==> src/rtl/nes_controller_responder_if.sv <==
// Bundle of host-link and status signals for the NES pad responder.
//
// Signals:
//   latch_in   host latch line, asynchronous, active-high
//   pulse_in   host serial clock, asynchronous, shift on rising edge
//   buttons    button vector, 1 = pressed, synchronous to clk
//   data_out   serial data to host, active-low (0 = pressed)
//   frame_done one-cycle strobe when the last button bit has been shifted
//   busy       1 while loading or shifting
//   bit_idx    index of the bit currently on data_out (0..NUM_BITS)
//   dbg_state  current FSM state, for checkers and bring-up
//
// Handshake: there is no valid/ready pair. The host owns the transfer: a high
// latch_in captures the buttons (the pad presents bit 0); each rising edge of
// pulse_in advances to the next bit. The pad never stalls the host.
//
// Modports: master = host side (drives latch/pulse/buttons),
//           slave  = pad responder (drives data_out and status).
interface nes_controller_responder_if #(
    parameter int NUM_BITS = 8
);
    logic                latch_in;
    logic                pulse_in;
    logic [NUM_BITS-1:0] buttons;
    logic                data_out;
    logic                frame_done;
    logic                busy;
    logic [3:0]          bit_idx;
    logic [1:0]          dbg_state;

    modport master (
        output latch_in, pulse_in, buttons,
        input  data_out, frame_done, busy, bit_idx, dbg_state
    );

    modport slave (
        input  latch_in, pulse_in, buttons,
        output data_out, frame_done, busy, bit_idx, dbg_state
    );
endinterface

==> src/rtl/nes_controller_responder.sv <==
// Device-side end of the NES controller serial link (4021-style pad stand-in).
// Captures the button vector while the host holds latch high, then shifts it
// out active-low, one bit per rising edge of the host's pulse line.
//
// Ports:
//   clk   system clock
//   nrst  asynchronous active-low reset
//   bus   nes_controller_responder_if.slave (host lines, buttons, data/status)
module nes_controller_responder #(
    parameter int          SYNC_STAGES    = 2,
    parameter int          NUM_BITS       = 8,
    parameter logic        FILL_BIT       = 1'b1,
    parameter logic [15:0] TIMEOUT_CYCLES = 16'd50000
) (
    input  logic                          clk,
    input  logic                          nrst,
    nes_controller_responder_if.slave     bus
);

    typedef enum logic [1:0] {
        ST_IDLE  = 2'd0,
        ST_LOAD  = 2'd1,
        ST_SHIFT = 2'd2,
        ST_DONE  = 2'd3
    } state_t;

    localparam logic [3:0]  LAST_IDX  = 4'(NUM_BITS - 1);
    localparam logic [3:0]  FULL_IDX  = 4'(NUM_BITS);
    localparam logic [15:0] TIMER_END = TIMEOUT_CYCLES - 16'd1;

    state_t                r_state;
    state_t                w_state_nxt;
    logic [NUM_BITS-1:0]   r_shreg;
    logic [NUM_BITS-1:0]   w_shreg_nxt;
    logic [3:0]            r_bit_idx;
    logic [3:0]            w_bit_idx_nxt;
    logic [15:0]           r_timer;
    logic [15:0]           w_timer_nxt;
    logic                  r_data_out;
    logic                  w_data_out_nxt;
    logic                  r_frame_done;
    logic                  w_frame_done_nxt;

    logic [SYNC_STAGES-1:0] r_latch_sync;
    logic [SYNC_STAGES-1:0] r_pulse_sync;
    logic                   r_latch_dly;
    logic                   r_pulse_dly;
    logic                   w_latch_s;
    logic                   w_latch_fall;
    logic                   w_pulse_rise;

    // Synchronizers plus one delay flop each for edge detection.
    always_ff @(posedge clk or negedge nrst) begin
        if (!nrst) begin
            r_latch_sync <= '0;
            r_pulse_sync <= '0;
            r_latch_dly  <= 1'b0;
            r_pulse_dly  <= 1'b0;
        end else begin
            r_latch_sync <= {r_latch_sync[SYNC_STAGES-2:0], bus.latch_in};
            r_pulse_sync <= {r_pulse_sync[SYNC_STAGES-2:0], bus.pulse_in};
            r_latch_dly  <= r_latch_sync[SYNC_STAGES-1];
            r_pulse_dly  <= r_pulse_sync[SYNC_STAGES-1];
        end
    end

    assign w_latch_s    = r_latch_sync[SYNC_STAGES-1];
    assign w_latch_fall = ~w_latch_s & r_latch_dly;
    assign w_pulse_rise = r_pulse_sync[SYNC_STAGES-1] & ~r_pulse_dly;

    // State and datapath registers.
    always_ff @(posedge clk or negedge nrst) begin
        if (!nrst) begin
            r_state      <= ST_IDLE;
            r_shreg      <= '0;
            r_bit_idx    <= 4'd0;
            r_timer      <= 16'd0;
            r_data_out   <= 1'b1;
            r_frame_done <= 1'b0;
        end else begin
            r_state      <= w_state_nxt;
            r_shreg      <= w_shreg_nxt;
            r_bit_idx    <= w_bit_idx_nxt;
            r_timer      <= w_timer_nxt;
            r_data_out   <= w_data_out_nxt;
            r_frame_done <= w_frame_done_nxt;
        end
    end

    // Next-state and next-datapath logic. Latch is checked first so it
    // overrides pulse edges and the timeout from any state.
    always_comb begin
        w_state_nxt      = r_state;
        w_shreg_nxt      = r_shreg;
        w_bit_idx_nxt    = r_bit_idx;
        w_timer_nxt      = r_timer;
        w_data_out_nxt   = r_data_out;
        w_frame_done_nxt = 1'b0;

        if (w_latch_s) begin
            w_state_nxt    = ST_LOAD;
            w_shreg_nxt    = bus.buttons;
            w_bit_idx_nxt  = 4'd0;
            w_timer_nxt    = 16'd0;
            w_data_out_nxt = ~bus.buttons[0];
        end else begin
            case (r_state)
                ST_IDLE: begin
                    w_data_out_nxt = 1'b1;
                    w_bit_idx_nxt  = 4'd0;
                    w_timer_nxt    = 16'd0;
                end
                ST_LOAD: begin
                    if (w_latch_fall) begin
                        w_state_nxt = ST_SHIFT;
                        w_timer_nxt = 16'd0;
                    end
                end
                ST_SHIFT: begin
                    if (w_pulse_rise) begin
                        w_shreg_nxt = {FILL_BIT, r_shreg[NUM_BITS-1:1]};
                        w_timer_nxt = 16'd0;
                        if (r_bit_idx == LAST_IDX) begin
                            w_state_nxt      = ST_DONE;
                            w_bit_idx_nxt    = FULL_IDX;
                            w_frame_done_nxt = 1'b1;
                            w_data_out_nxt   = ~FILL_BIT;
                        end else begin
                            w_bit_idx_nxt  = r_bit_idx + 4'd1;
                            // shreg[1] becomes the new bit 0 after this shift.
                            w_data_out_nxt = ~r_shreg[1];
                        end
                    end else if (r_timer == TIMER_END) begin
                        w_state_nxt    = ST_IDLE;
                        w_data_out_nxt = 1'b1;
                        w_bit_idx_nxt  = 4'd0;
                        w_timer_nxt    = 16'd0;
                    end else begin
                        w_timer_nxt = r_timer + 16'd1;
                    end
                end
                ST_DONE: begin
                    if (w_pulse_rise) begin
                        // Overclocking past the frame keeps presenting fill.
                        w_shreg_nxt    = {FILL_BIT, r_shreg[NUM_BITS-1:1]};
                        w_timer_nxt    = 16'd0;
                        w_bit_idx_nxt  = FULL_IDX;
                        w_data_out_nxt = ~FILL_BIT;
                    end else if (r_timer == TIMER_END) begin
                        w_state_nxt    = ST_IDLE;
                        w_data_out_nxt = 1'b1;
                        w_bit_idx_nxt  = 4'd0;
                        w_timer_nxt    = 16'd0;
                    end else begin
                        w_timer_nxt = r_timer + 16'd1;
                    end
                end
                default: begin
                    w_state_nxt = ST_IDLE;
                end
            endcase
        end
    end

    assign bus.data_out   = r_data_out;
    assign bus.frame_done = r_frame_done;
    assign bus.bit_idx    = r_bit_idx;
    assign bus.busy       = (r_state == ST_LOAD) | (r_state == ST_SHIFT);
    assign bus.dbg_state  = r_state;

endmodule
==> src/flat_wrapper.sv <==
// flat-port wrapper written by rule: the top's interface ports become plain ports
module nes_controller_responder_flat 
#(
    parameter int          SYNC_STAGES    = 2,
    parameter int          NUM_BITS       = 8,
    parameter logic        FILL_BIT       = 1'b1,
    parameter logic [15:0] TIMEOUT_CYCLES = 16'd50000
)
  (clk, nrst, bus_latch_in, bus_pulse_in, bus_buttons, bus_data_out, bus_frame_done, bus_busy, bus_bit_idx, bus_dbg_state);
  nes_controller_responder_if #(.NUM_BITS(NUM_BITS)) bus_i ();
  input  logic clk;
  input  logic nrst;
  input wire logic [$bits(bus_i.latch_in)-1:0] bus_latch_in;
  input wire logic [$bits(bus_i.pulse_in)-1:0] bus_pulse_in;
  input wire logic [$bits(bus_i.buttons)-1:0] bus_buttons;
  output wire logic [$bits(bus_i.data_out)-1:0] bus_data_out;
  output wire logic [$bits(bus_i.frame_done)-1:0] bus_frame_done;
  output wire logic [$bits(bus_i.busy)-1:0] bus_busy;
  output wire logic [$bits(bus_i.bit_idx)-1:0] bus_bit_idx;
  output wire logic [$bits(bus_i.dbg_state)-1:0] bus_dbg_state;
  assign bus_i.latch_in = bus_latch_in;
  assign bus_i.pulse_in = bus_pulse_in;
  assign bus_i.buttons = bus_buttons;
  assign bus_data_out = bus_i.data_out;
  assign bus_frame_done = bus_i.frame_done;
  assign bus_busy = bus_i.busy;
  assign bus_bit_idx = bus_i.bit_idx;
  assign bus_dbg_state = bus_i.dbg_state;
  nes_controller_responder #(.SYNC_STAGES(SYNC_STAGES), .NUM_BITS(NUM_BITS), .FILL_BIT(FILL_BIT), .TIMEOUT_CYCLES(TIMEOUT_CYCLES)) u_core (.clk(clk), .nrst(nrst), .bus(bus_i));
endmodule
==> config.mk <==
export PLATFORM = sky130hd
export DESIGN_NAME = nes_controller_responder_flat
export DESIGN_NICKNAME = d
export VERILOG_FILES = /design/src/rtl/nes_controller_responder_if.sv /design/src/rtl/nes_controller_responder.sv /design/src/flat_wrapper.sv
export SDC_FILE = /design/constraint.sdc
export NUM_CORES = 1
export LEC_CHECK = 0
export ABC_AREA = 1
export BUFFER_PORTS_ARGS = -buffer_cell sky130_fd_sc_hd__buf_4
export CAP_MARGIN = 20
export CORE_MARGIN = 3
export CORE_UTILIZATION = 35
export CTS_BUF_LIST = sky130_fd_sc_hd__clkbuf_4
export DETAILED_ROUTE_END_ITERATION = 7
export PLACE_DENSITY = 0.51
export RECOVER_POWER = 100
export REMOVE_ABC_BUFFERS = 1
export SLEW_MARGIN = 5
export SYNTH_ARGS = -nofsm -noshare
export SYNTH_HDL_FRONTEND = slang
export SYNTH_SLANG_ARGS = --single-unit
export TNS_END_PERCENT = 10
==> constraint.sdc <==
create_clock -name clk -period 1.8 [get_ports clk]
set_clock_uncertainty 0.15 [all_clocks]
set_input_delay 0.18 -clock clk [delete_from_list [all_inputs] [get_ports clk]]
set_output_delay 0.18 -clock clk [all_outputs]
set_load 0.03 [all_outputs]
-- After elaboration in Yosys (flattened, before gate mapping)
Index checks and enable logic that the tools add are counted.
- bitwise gates (word level): 7
- reductions and logical operators: 8
- multiply operators: 0
- eq/ne operators: 8
- $add $sub $neg: 2
- muxes and demuxes: 31
- magnitude comparators: 0
- shift-type cells: 0
- div/mod/pow operators: 0
- operators by type and width (kind ; count):
    2-to-1 mux 16 bit ; 4
    one-hot mux 16 bit (3 select lines) ; 1
    2-to-1 mux 8 bit ; 3
    2-to-1 mux 4 bit ; 5
    adder 16 x 1 -> 16 bit, second input constant ; 1
    == test 16 bit, second input constant ; 1
    2-to-1 mux 2 bit ; 6
    one-hot mux 4 bit (3 select lines) ; 1
    2-to-1 mux 1 bit ; 9
    nonzero test 4 bit ; 2
    one-hot mux 2 bit (3 select lines) ; 1
    adder 4 x 1 -> 4 bit, second input constant ; 1
    == test 2 bit, second input constant ; 2
    == test 4 x 3 -> 1 bit, second input constant ; 1
    != test 4 x 3 -> 1 bit, second input constant ; 1
    NOT 1 bit ; 4
    AND reduction 4 bit ; 1
    nonzero test 2 bit ; 2
    != test 3 x 1 -> 1 bit, second input constant ; 1
    != test 3 x 2 -> 1 bit, second input constant ; 1
    one-hot mux 1 bit (3 select lines) ; 1
    bitwise AND 1 bit ; 2
    == test 2 x 1 -> 1 bit, second input constant ; 1
    zero test 2 bit ; 1
    other kinds (3) ; 3
- bits in read-only memories: 0
- register bits: 38
- latch bits: 0
- memories kept: 0
- logic and storage cells: 66
- output and inout port bits: 9
- bits of input ports: 12
- RAM bits: 0

-- Longest topological paths before layout
Gate-level depths: netlist (run 1).
- depth after elaboration: 5
- depth in mapped cells: 12
- gate-level depth less buffers: 12

-- Least setup slack after synthesis (run 1)
No wires, ideal clock.
- path kind: flip-flop to flip-flop
- start point: register u_core.r_state[0] (netlist: u_core.bus.dbg_state[0])
- end point: register u_core.r_timer[3]
- period minus slack after synthesis: 1.832 ns
- arrival: 1.562 ns
- required time: 1.530 ns
- library setup time: 0.120 ns
- slack: -0.032 ns
- stages on the path, launching flop included: 10
- buffers on the path: 0
- cells stage by stage: dfrtp_1 -> inv_1 -> ha_1 -> nor2_2 -> nor2_4 -> inv_2 -> nor2_8 -> nand2_4 -> nand2_4 -> and3_1
- longest elaborated chain between the ends: 4
- elaborated cells between the ends (all ways): 8
- classes of those cells: eq/ne (4); mux (2); reduce/logical (2)
- RTL lines (element ; line ; text):
    start, declared ; nes_controller_responder.sv:31 ; state_t r_state;
    start signal, assigned ; nes_controller_responder.sv:81 ; r_state <= w_state_nxt;
    == test 2 bit ; nes_controller_responder.sv:107 ; case (r_state)
    OR reduction 2 bit (no source line) ; n/a ;
    one-hot mux 16 bit (3 select lines) ; nes_controller_responder.sv:107 ;
    2-to-1 mux 16 bit ; nes_controller_responder.sv:100 ; if (w_latch_s) begin
    end signal, assigned ; nes_controller_responder.sv:84 ; r_timer <= w_timer_nxt;
    end, declared ; nes_controller_responder.sv:37 ; logic [15:0] r_timer;
Parallel ways exist; a longest one is shown, timed or not.
A chain may end at the register's enable or synchronous reset.

-- Worst setup path after layout (run 1)
- start point: register u_core.r_state[0] (netlist: u_core.bus.dbg_state[0])
- end point: register u_core.r_timer[8]
Same word-level chain as after synthesis.

==> impl_metrics.tcl, run 1 <==
set metrics [dict create \
    status "completed" \
    hold_end "u_core.r_pulse_sync[1]$_DFF_PN0_" \
    placed_cells 369 \
    multi_input_area_sq_um 1080 \
    synthFlopType "dfrtp_1" \
    rows 27 \
    netlist.area_leader.share_pct 42.18 \
    viasPerCell 4.753 \
    synth.yosys.seq_area_share_pct 43.41 \
    portBuffers 20 \
    use_met1_pct 21.04 \
    grt_usage_pct 14.62 \
    nFillCells 585 \
    start_util_pct 37.41 \
    synth_async_sr_flop_share_pct 100.0 \
    synth_area_leaders "dfrtp_1 42%, nand2_1 13%, nand3_1 8.2%, inv_1 4.9%, ha_1 3.5%" \
    yosys_warnings 0 \
    io_pins 21 \
    dieHeight_um 84.12 \
    final_cells 393 \
    ys_ff_latch 37 \
    regArea_sq_um 927.1 \
    reg2reg_from "u_core.bus.dbg_state[0]$_DFFE_PN0P_" \
    finalInstanceArea_sq_um 2650 \
    yosysMostFrequentCell "nand2_1" \
    cts.path.max_buffers 2 \
    leakage_nw 1.301 \
    antenna_cells 0 \
    use_met3_pct 3.653 \
    hold_class "flop to flop" \
    worst_slew_pin_slew_ns 0.9769 \
    top_usage_layer "met2" \
    startpoint_type "flop" \
    clock_sinks 37 \
    use_met2_pct 21.81 \
    fin_crit_ns 1.705 \
    synth_edf_count 0 \
    peakVddDrop_uv 509.0 \
    core_sq_um 5709 \
    cts_root_buf "clkbuf_4" \
    mappedNetlistArea_sq_um 2136 \
    rsz0062_at_grt "true" \
    worstPathCellList "inv_2 > ha_2 > nor2_4 > nor2_4 > inv_2 > nor2_8 > nand2_4 > nand2_4 > nand2_2 > a21oi_2" \
    die_w_um 84.12 \
    ff2ff_setup_slack_ns 0.09 \
    report.final.slew_viol_count 0 \
    rr_worst_depth 10 \
    gp_congestion 0.8588 \
    syn_inst 269 \
    cp.required_ns 1.93 \
    min_period_over_period_pct 94.74 \
    endpoint_kind "flop" \
    clk_pin_slew_ns 0.13 \
    detail_route.iter0.violations 93 \
    setup_violations 0 \
    max_freq_mhz 586.4 \
    synth_top_cell_by_area "dfrtp_1" \
    crit_family "simple AND/OR/NAND/NOR gates" \
    antenna_found_initial 0 \
    dp_hpwl_um 3550 \
    drv_cap 0 \
    hold_viol 0 \
    placed_area_sq_um 2426 \
    via_count 1868 \
    worstHoldPathCells 0 \
    slowest_stage "dfrtp_1" \
    pwr_density_cell_nw_per_um2 929.3 \
    routedWlPerCell_um 12.54 \
    detail_route.first_pass.iterations 4 \
    grt_pass1_vias 1787 \
    cts_buffers 5 \
    synth_area_per_cell_sq_um 7.940 \
    htree_levels 2 \
    grt_max_degree 38 \
    cts_tree "yes" \
    ant_nets 0 \
    cp_data_arrival_time_ns 1.84 \
    yosysUniqueCellTypes 32 \
    drt-total-wl_um 4929 \
    clkLatencyLatePin_ns 0.35 \
    cp_max_fo 6 \
    grt-ovfl-total 0 \
    worstSetupPathType "flop to flop" \
    relSlewSlack_pct 34.87 \
    drive_gt1_share_pct 24.92 \
    syn_to_final_growth_pct 24.08 \
    min_from "u_core.r_pulse_sync[0]$_DFF_PN0_" \
    fp.dieArea_sq_um 7075 \
    path_buf_inv 2 \
    grt_pass1_wl_um 8342 \
    finalNetCount 338 \
    ys_top_cells_by_count "73 x nand2_1, 36 x dfrtp_1, 35 x nand3_1, 28 x inv_1, 19 x nor2_1" \
    drc 0 \
    worstReg2RegEnd "u_core.r_timer[8]$_DFFE_PN0N_" \
    critPathMaxStageDelay_ns 0.45 \
]
==> power by group <==
part	leakage, nW	total [mW]	switching (mW)	internal [mW]
registers	0.480	0.978	0.0693	0.909
clock network	0.0352	0.465	0.310	0.155
logic	0.786	1.02	0.598	0.422
==> metrics by stage <==
stage                     worst slack [ns]  total power [mW]  utilization (%)  TNS [ns]  hold WS [ns]
after global placement              0.1064             1.885            42.49         0       0.03635
after CTS                          0.02246             2.365            45.47         0        0.1760
final                              0.09468             2.463            46.42         0        0.2133
after detailed placement           0.07875             1.879            42.49         0       0.03789
after global routing              -0.01262             2.639            46.42  -0.01696        0.2241
after floorplan                   -0.05179             1.580                -   -0.3616       -0.2656
==> routing by layer <==
layer	vias up	share of wire, %
li1	970	-
met1	855	50
met2	37	45
met3	6	4.3
met4	0	1.2
met5	-	0
==> layout make-up <==
type	count	share of cell area (%)
tap	72	3.399
sequential	37	34.99
clock inverter	3	0.8499
clock buffer	5	1.416
timing repair buffer	46	13.41
inverter	36	5.194
multi-input combinational	194	40.75
==> cell usage in the layout (no fill, tap or decap), drive strengths merged <==
cell type | netlist | routed
nand2 | 84 | 84
nand3 | 37 | 37
dfrtp | 36 | 36
inv | 36 | 36
nor2 | 30 | 30
buf | 1 | 27
clkbuf | 1 | 13
dlygate4sd3 | 0 | 11
o21ai | 8 | 8
a21oi | 6 | 6
ha | 6 | 6
nand4 | 5 | 5
and3 | 4 | 4
nor3 | 4 | 4
o21bai | 3 | 3
clkinv | 0 | 3
a22oi | 2 | 2
xor2 | 1 | 1
o22ai | 1 | 1
nand3b | 1 | 1
o31ai | 1 | 1
o211ai | 1 | 1
dfstp | 1 | 1
==> worst max path at each step <==
stage	from	end	slack, ns	depth (start not counted)
after floorplan	u_core.bus.dbg_state[0]$_DFFE_PN0P_	u_core.r_timer[3]$_DFFE_PN0N_	-0.05	9
after global placement	u_core.bus.dbg_state[1]$_DFFE_PN0P_	u_core.r_timer[10]$_DFFE_PN0N_	0.11	9
after detailed placement	u_core.bus.dbg_state[0]$_DFFE_PN0P_	u_core.r_timer[7]$_DFFE_PN0N_	0.08	9
after CTS	u_core.bus.dbg_state[0]$_DFFE_PN0P_	bus_busy	0.02	4
after global routing	u_core.bus.dbg_state[0]$_DFFE_PN0P_	u_core.r_timer[6]$_DFFE_PN0N_	-0.01	10
final	u_core.bus.dbg_state[0]$_DFFE_PN0P_	u_core.r_timer[8]$_DFFE_PN0N_	0.09	10
==> sequential cells by signal, indices dropped and copies added, names as in the netlist, 2 cells and up <==
signal / cells
u_core.r_timer: 16
u_core.r_shreg: 7
u_core.bus.bit_idx: 4
u_core.bus.dbg_state: 2
u_core.r_latch_sync: 2
u_core.r_pulse_sync: 2
==> cell families after synthesis <==
logic type / Yosys count / share of synthesized area [%]
AO/OA/AOI/OAI: 22 / 6.385
XOR/XNOR: 1 / 0.4102
adder cells (fa/ha/maj): 6 / 3.515
buffers and inverters: 38 / 7.616
flip-flops: 37 / 43.41
AND/OR/NAND/NOR: 165 / 38.66
==> what timing repair did <==
item / 4_1_cts / 5_1_grt
endpoints found under the hold margin: 47 / 0
setup endpoints to repair: 0 / 17
resized for setup: 0 / 11
setup buffers: 0 / 5
hold buffers: 11 / 0
No activity file was read; power rests on OpenSTA's default activity.
==> run 2, diff against run 1 <==
- clock period: 1.8 -> 2.2 ns (I/O delays scaled with it)
==> impl_metrics.tcl, run 2 (synthesis gave the netlist of run 1 again) <==
set metrics [dict create \
    status "completed" \
    slowest_stage "dfrtp_1" \
    grt_max_degree 38 \
    die_w_um 84.12 \
    swShare_pct 40.76 \
    routedWlPerCell_um 12.61 \
    startpoint_type "flop" \
    viasPerCell 4.761 \
    report.final.slew_viol_count 0 \
    hold_end "u_core.r_pulse_sync[1]$_DFF_PN0_" \
    hold_class "flop to flop" \
    cts_setup_buffers 0 \
    cp_max_fo 6 \
    clk_pin_slew_ns 0.13 \
    cts.path.max_buffers 2 \
    clock_sinks 37 \
    regArea_sq_um 927.1 \
    worstHoldPathCells 0 \
    min_from "u_core.r_pulse_sync[0]$_DFF_PN0_" \
    detail_route.iter0.violations 116 \
    p_seq_share_pct 44.9 \
    io_pins 21 \
    pwr_density_cell_nw_per_um2 721.4 \
    crit_family "simple AND/OR/NAND/NOR gates" \
    cts_buffers 5 \
    path_buf_inv 2 \
    mostFrequentLayoutCell "nand2_1" \
    rows 27 \
    cp.required_ns 2.30 \
    drive_gt1_share_pct 15.26 \
    cts_tree "yes" \
    multi_input_area_sq_um 1025 \
    rsz0062_at_grt "false" \
    largest-register "u_core.r_timer" \
    finalNetCount 325 \
    grt_usage_pct 14.83 \
    p_int_mw 1.057 \
    relSlewSlack_pct 38.58 \
    grt-ovfl-total 0 \
    leakage_nw 1.209 \
    clkLatencyLatePin_ns 0.36 \
    postCtsHoldBufs 11 \
    placed_cells 361 \
    via_count 1809 \
    largest_reg_flops 16 \
    peakVddDrop_uv 338.7 \
    cp_data_arrival_time_ns 2.06 \
    critPathMaxStageDelay_ns 0.44 \
    fp.dieArea_sq_um 7075 \
    dp_hpwl_um 3575 \
    cts_resized 0 \
    grt_pass1_wl_um 8445 \
    drc 0 \
    max_freq_mhz 509.2 \
    layout_common_cells "76 x nand2_1, 36 x nand3_1, 36 x dfrtp_1" \
    worstPathCellList "inv_1 > ha_1 > nor2_1 > nor2_4 > inv_1 > nor2_8 > nand2_4 > nand2_4 > nand2_1 > a21oi_1" \
    htree_levels 2 \
    fin_crit_ns 1.964 \
    reg2reg_from "u_core.bus.dbg_state[0]$_DFFE_PN0P_" \
    core_sq_um 5709 \
    drt-total-wl_um 4793 \
    antenna_cells 0 \
    ant_nets 0 \
    worstReg2RegEnd "u_core.r_timer[10]$_DFFE_PN0N_" \
    worst_slew_pin_slew_ns 0.9213 \
    rr_worst_depth 10 \
    drv_cap 0 \
    nFillCells 612 \
    portBuffers 20 \
    gp_congestion 0.8975 \
    ff2ff_setup_slack_ns 0.24 \
    crit_cells 10 \
    p_sw_mw 0.7273 \
    finalSetupTns_ns 0 \
    syn_to_final_growth_pct 15.82 \
    worstSetupPathType "flop to flop" \
    min_period_over_period_pct 89.26 \
    clkPwrFrac_pct 20.5 \
    setup_violations 0 \
    grt_pass1_vias 1791 \
    detail_route.first_pass.iterations 4 \
    antenna_found_initial 0 \
    endpoint_kind "flop" \
    cts_root_buf "clkbuf_4" \
    start_util_pct 37.41 \
    power_frac_comb_pct 34.6 \
    dieHeight_um 84.12 \
    hold_viol 0 \
    final_cells 380 \
]
## run 2: metrics by stage
| step | hold slack, ns | setup slack (ns) | util (%) | power [mW] | cell area [sq um] |
|---|---|---|---|---|---|
| floorplan | -0.2256 | 0.3482 | - | 1.293 | 2111 |
| global placement | 0.06759 | 0.3557 | 41.44 | 1.495 | 2366 |
| detailed placement | 0.06762 | 0.3723 | 41.44 | 1.488 | 2366 |
| CTS | 0.2061 | 0.3277 | 44.33 | 1.875 | 2531 |
| global route | 0.2267 | 0.08978 | 43.33 | 1.929 | 2474 |
| finish | 0.2088 | 0.2363 | 43.33 | 1.784 | 2474 |
## run 2: area by class of cell
cell class	instances	share of cell area, %
clock buffers	5	1.517
multi-input cells	194	41.43
inverters	36	5.564
repair buffers	33	9.661
clock inverters	3	0.7081
well taps	72	3.642
flip-flops and latches	37	37.48
## run 2: worst max-delay path by stage
stage | from | to | slack, ns
2_1_floorplan | u_core.bus.dbg_state[0]$_DFFE_PN0P_ | u_core.r_timer[3]$_DFFE_PN0N_ | 0.35
3_3_place_gp | u_core.bus.dbg_state[1]$_DFFE_PN0P_ | u_core.r_timer[10]$_DFFE_PN0N_ | 0.36
3_5_place_dp | u_core.bus.dbg_state[1]$_DFFE_PN0P_ | u_core.r_timer[10]$_DFFE_PN0N_ | 0.37
4_1_cts | u_core.bus.dbg_state[1]$_DFFE_PN0P_ | u_core.r_timer[3]$_DFFE_PN0N_ | 0.33
5_1_grt | u_core.bus.dbg_state[1]$_DFFE_PN0P_ | u_core.r_timer[10]$_DFFE_PN0N_ | 0.09
6_report | u_core.bus.dbg_state[0]$_DFFE_PN0P_ | u_core.r_timer[10]$_DFFE_PN0N_ | 0.24
## run 2: routing by layer
| metal | GRT usage [%] | part of all wire [%] |
|---|---|---|
| met5 | 0 | 0 |
| met4 | 5.263 | 1.6 |
| met3 | 3.159 | 3.6 |
| met2 | 21.59 | 43 |
| met1 | 21.63 | 52 |
## run 2: power by group through the flow
stage / logic, mW / registers (mW) / clock network [mW]
finish: 0.617 / 0.801 / 0.366
global route: 0.698 / 0.814 / 0.418
floorplan: 0.427 / 0.866 / 0
global placement: 0.676 / 0.819 / 0
detailed placement: 0.671 / 0.817 / 0
CTS: 0.689 / 0.805 / 0.382
## run 2: worst register-to-register path: cells and delay by family, from the launching register on
kind,cells,cell delay [ns]
buffers and inverters,2,0.28
adder cells (fa/ha/maj),1,0.21
flip-flops,1,0.44
AND/OR/NAND/NOR,6,0.70
AO/OA/AOI/OAI,1,0.08
==> run 3, diff against run 2 <==
- ABC_AREA: 1 -> 0
==> impl_metrics.tcl, run 3 <==
set metrics [dict create \
    cts_tree "yes" \
    htree_levels 2 \
    ys_ff_latch 37 \
    rows 26 \
    setup_violations 0 \
    startpoint_type "flop" \
    dp_hpwl_um 3086 \
    peakVddDrop_uv 401.6 \
    nFillCells 505 \
    path_buf_inv 1 \
    finalInstanceArea_sq_um 2430 \
    status "completed" \
    grt_usage_pct 14.40 \
    slowest_stage "dfrtp_1" \
    cts_root_buf "clkbuf_4" \
    yosysUniqueCellTypes 48 \
    max_freq_mhz 484.9 \
    routedWlPerCell_um 13.52 \
    viasPerCell 5.196 \
    hold_class "flop to flop" \
    synth_area_per_cell_sq_um 9.665 \
    syn_inst 207 \
    ant_nets 0 \
    io_pins 21 \
    cts.path.max_buffers 2 \
    grt_pass1_vias 1573 \
    grt-ovfl-total 0 \
    layout_common_cells "35 x dfrtp_1, 29 x nand2_1, 20 x o21ai_0, 20 x buf_4, 12 x a21oi_1" \
    worstSetupPathType "flop to flop" \
    report.final.slew_viol_count 0 \
    fp.dieArea_sq_um 6659 \
    die_w_um 81.61 \
    ys_top_cells_by_count "36 x dfrtp_1, 29 x nand2_1, 20 x o21ai_0, 12 x a21oi_1, 10 x nor2_1" \
    synth_area_leaders "dfrtp_1 45%, nand2_1 5.4%, o21ai_0 5.0%, mux2i_1 4.5%, ha_1 3.8%" \
    drt-total-wl_um 4272 \
    synth_top_cell_by_area "dfrtp_1" \
    portBuffers 20 \
    design_power_total_mw 1.932 \
    hold_viol 0 \
    grt_pass1_wl_um 7396 \
    synth_edf_count 0 \
    fin_crit_ns 2.062 \
    cp_data_arrival_time_ns 2.15 \
    critPathMaxStageDelay_ns 0.43 \
    finalNetCount 263 \
    min_period_over_period_pct 93.73 \
    rsz0062_at_grt "true" \
    mappedNetlistArea_sq_um 2001 \
    detail_route.first_pass.iterations 4 \
    antenna_found_initial 0 \
    pwr_density_cell_nw_per_um2 795.0 \
    antenna_cells 0 \
    grt_max_degree 38 \
    cp_max_fo 7 \
    multi_input_area_sq_um 1010 \
    gp_congestion 0.8427 \
    largest-register "u_core.r_timer" \
    via_count 1642 \
    dieHeight_um 81.61 \
    syn_to_final_growth_pct 21.45 \
    clk_pin_slew_ns 0.11 \
    clock_sinks 37 \
    placed_area_sq_um 2246 \
    yosys_warnings 0 \
    whs_ns 0.2099 \
    start_util_pct 37.73 \
    cts_buffers 5 \
    netlist.area_leader.share_pct 45.03 \
    endpoint_kind "flop" \
    core_sq_um 5303 \
    synth_async_sr_flop_share_pct 100.0 \
    crit_family "simple AND/OR/NAND/NOR gates" \
    synthFlopType "dfrtp_1" \
    mostFrequentLayoutCell "dfrtp_1" \
    synth.yosys.seq_area_share_pct 46.34 \
    drive_gt1_share_pct 18.29 \
    leakage_nw 1.090 \
    clkLatencyLatePin_ns 0.33 \
    regArea_sq_um 928.4 \
    detail_route.iter0.violations 105 \
    finalSetupTns_ns 0 \
    drc 0 \
    yosysMostFrequentCell "dfrtp_1" \
    worst_slew_pin_slew_ns 0.9393 \
    relSlewSlack_pct 37.38 \
    cp.required_ns 2.28 \
    worstPathCellList "inv_1 > ha_2 > nor2_1 > or3_4 > a31oi_4 > nand2_2 > o31ai_1" \
    drv_cap 0 \
    largest_reg_flops 16 \
]
## run 3: cell types whose count changed after synthesis, sizes merged, moves of 6 or more
cell / delta
nand2: -54
nand3: -29
inv: -27
nor2: -19
o21ai: +14
mux2i: +9
a21oi: +6
## run 3: area by class of cell
type	instances	area share (%)
sequential	37	38.21
clock inverter	2	1.390
multi-input combinational	155	41.56
timing repair buffer	37	12.00
clock buffer	6	1.854
inverter	9	1.390
tap	70	3.605
## run 3: what timing repair did
action,in CTS,in global routing
hold endpoints to repair,46,0
hold buffers,11,0
resized for setup,0,3
setup endpoints to repair,0,6
buffers inserted,0,0
## run 3: per-stage QoR
stage                     util, %  cells  setup WS [ns]
after CTS                   45.92    316        0.08635
after global placement      42.35    297         0.1801
after detailed placement    42.35    297         0.1068
after floorplan                 -    201      -0.006341
final                       45.82    316         0.1379
after global routing        45.82    316       -0.02969
## run 3: logic make-up (layout without fill, tap and decap cells)
family	Yosys count	after routing	share of synthesized area [%]
compound gates	59	59	20.08
fa+ha+maj	6	6	3.752
buf+inv	15	54	3.564
flops	37	37	46.34
mux	9	9	4.503
simple gates	81	81	21.76
## run 3: power by group
| part | switching (mW) | internal [mW] |
|---|---|---|
| registers | 0.0537 | 0.739 |
| logic | 0.402 | 0.273 |
| clock network | 0.214 | 0.249 |
| total | 0.670 | 1.26 |
## run 3: layer usage
metal,GRT usage [%],part of all wire (%)
met1,19.85,50
met4,3.987,1.2
met2,22.72,46
met3,3.289,3.5
met5,0,0
## run 3: final timing paths
kind | from | to | slack, ns | cells after the start
hold / removal | u_core.r_pulse_sync[0]$_DFF_PN0_ | u_core.r_pulse_sync[1]$_DFF_PN0_ | 0.21 | 0
setup reg to reg | u_core.bus.dbg_state[0]$_DFFE_PN0P_ | u_core.r_timer[4]$_DFFE_PN0N_ | 0.14 | 7
setup / recovery | u_core.bus.dbg_state[0]$_DFFE_PN0P_ | u_core.r_timer[4]$_DFFE_PN0N_ | 0.14 | 7
hold reg to reg | u_core.r_pulse_sync[0]$_DFF_PN0_ | u_core.r_pulse_sync[1]$_DFF_PN0_ | 0.21 | 0
max in group asynchronous | nrst | u_core.bus.dbg_state[1]$_DFFE_PN0P_ | 0.86 | 2
min in group asynchronous | nrst | u_core.bus.bit_idx[2]$_DFFE_PN0P_ | 0.40 | 2
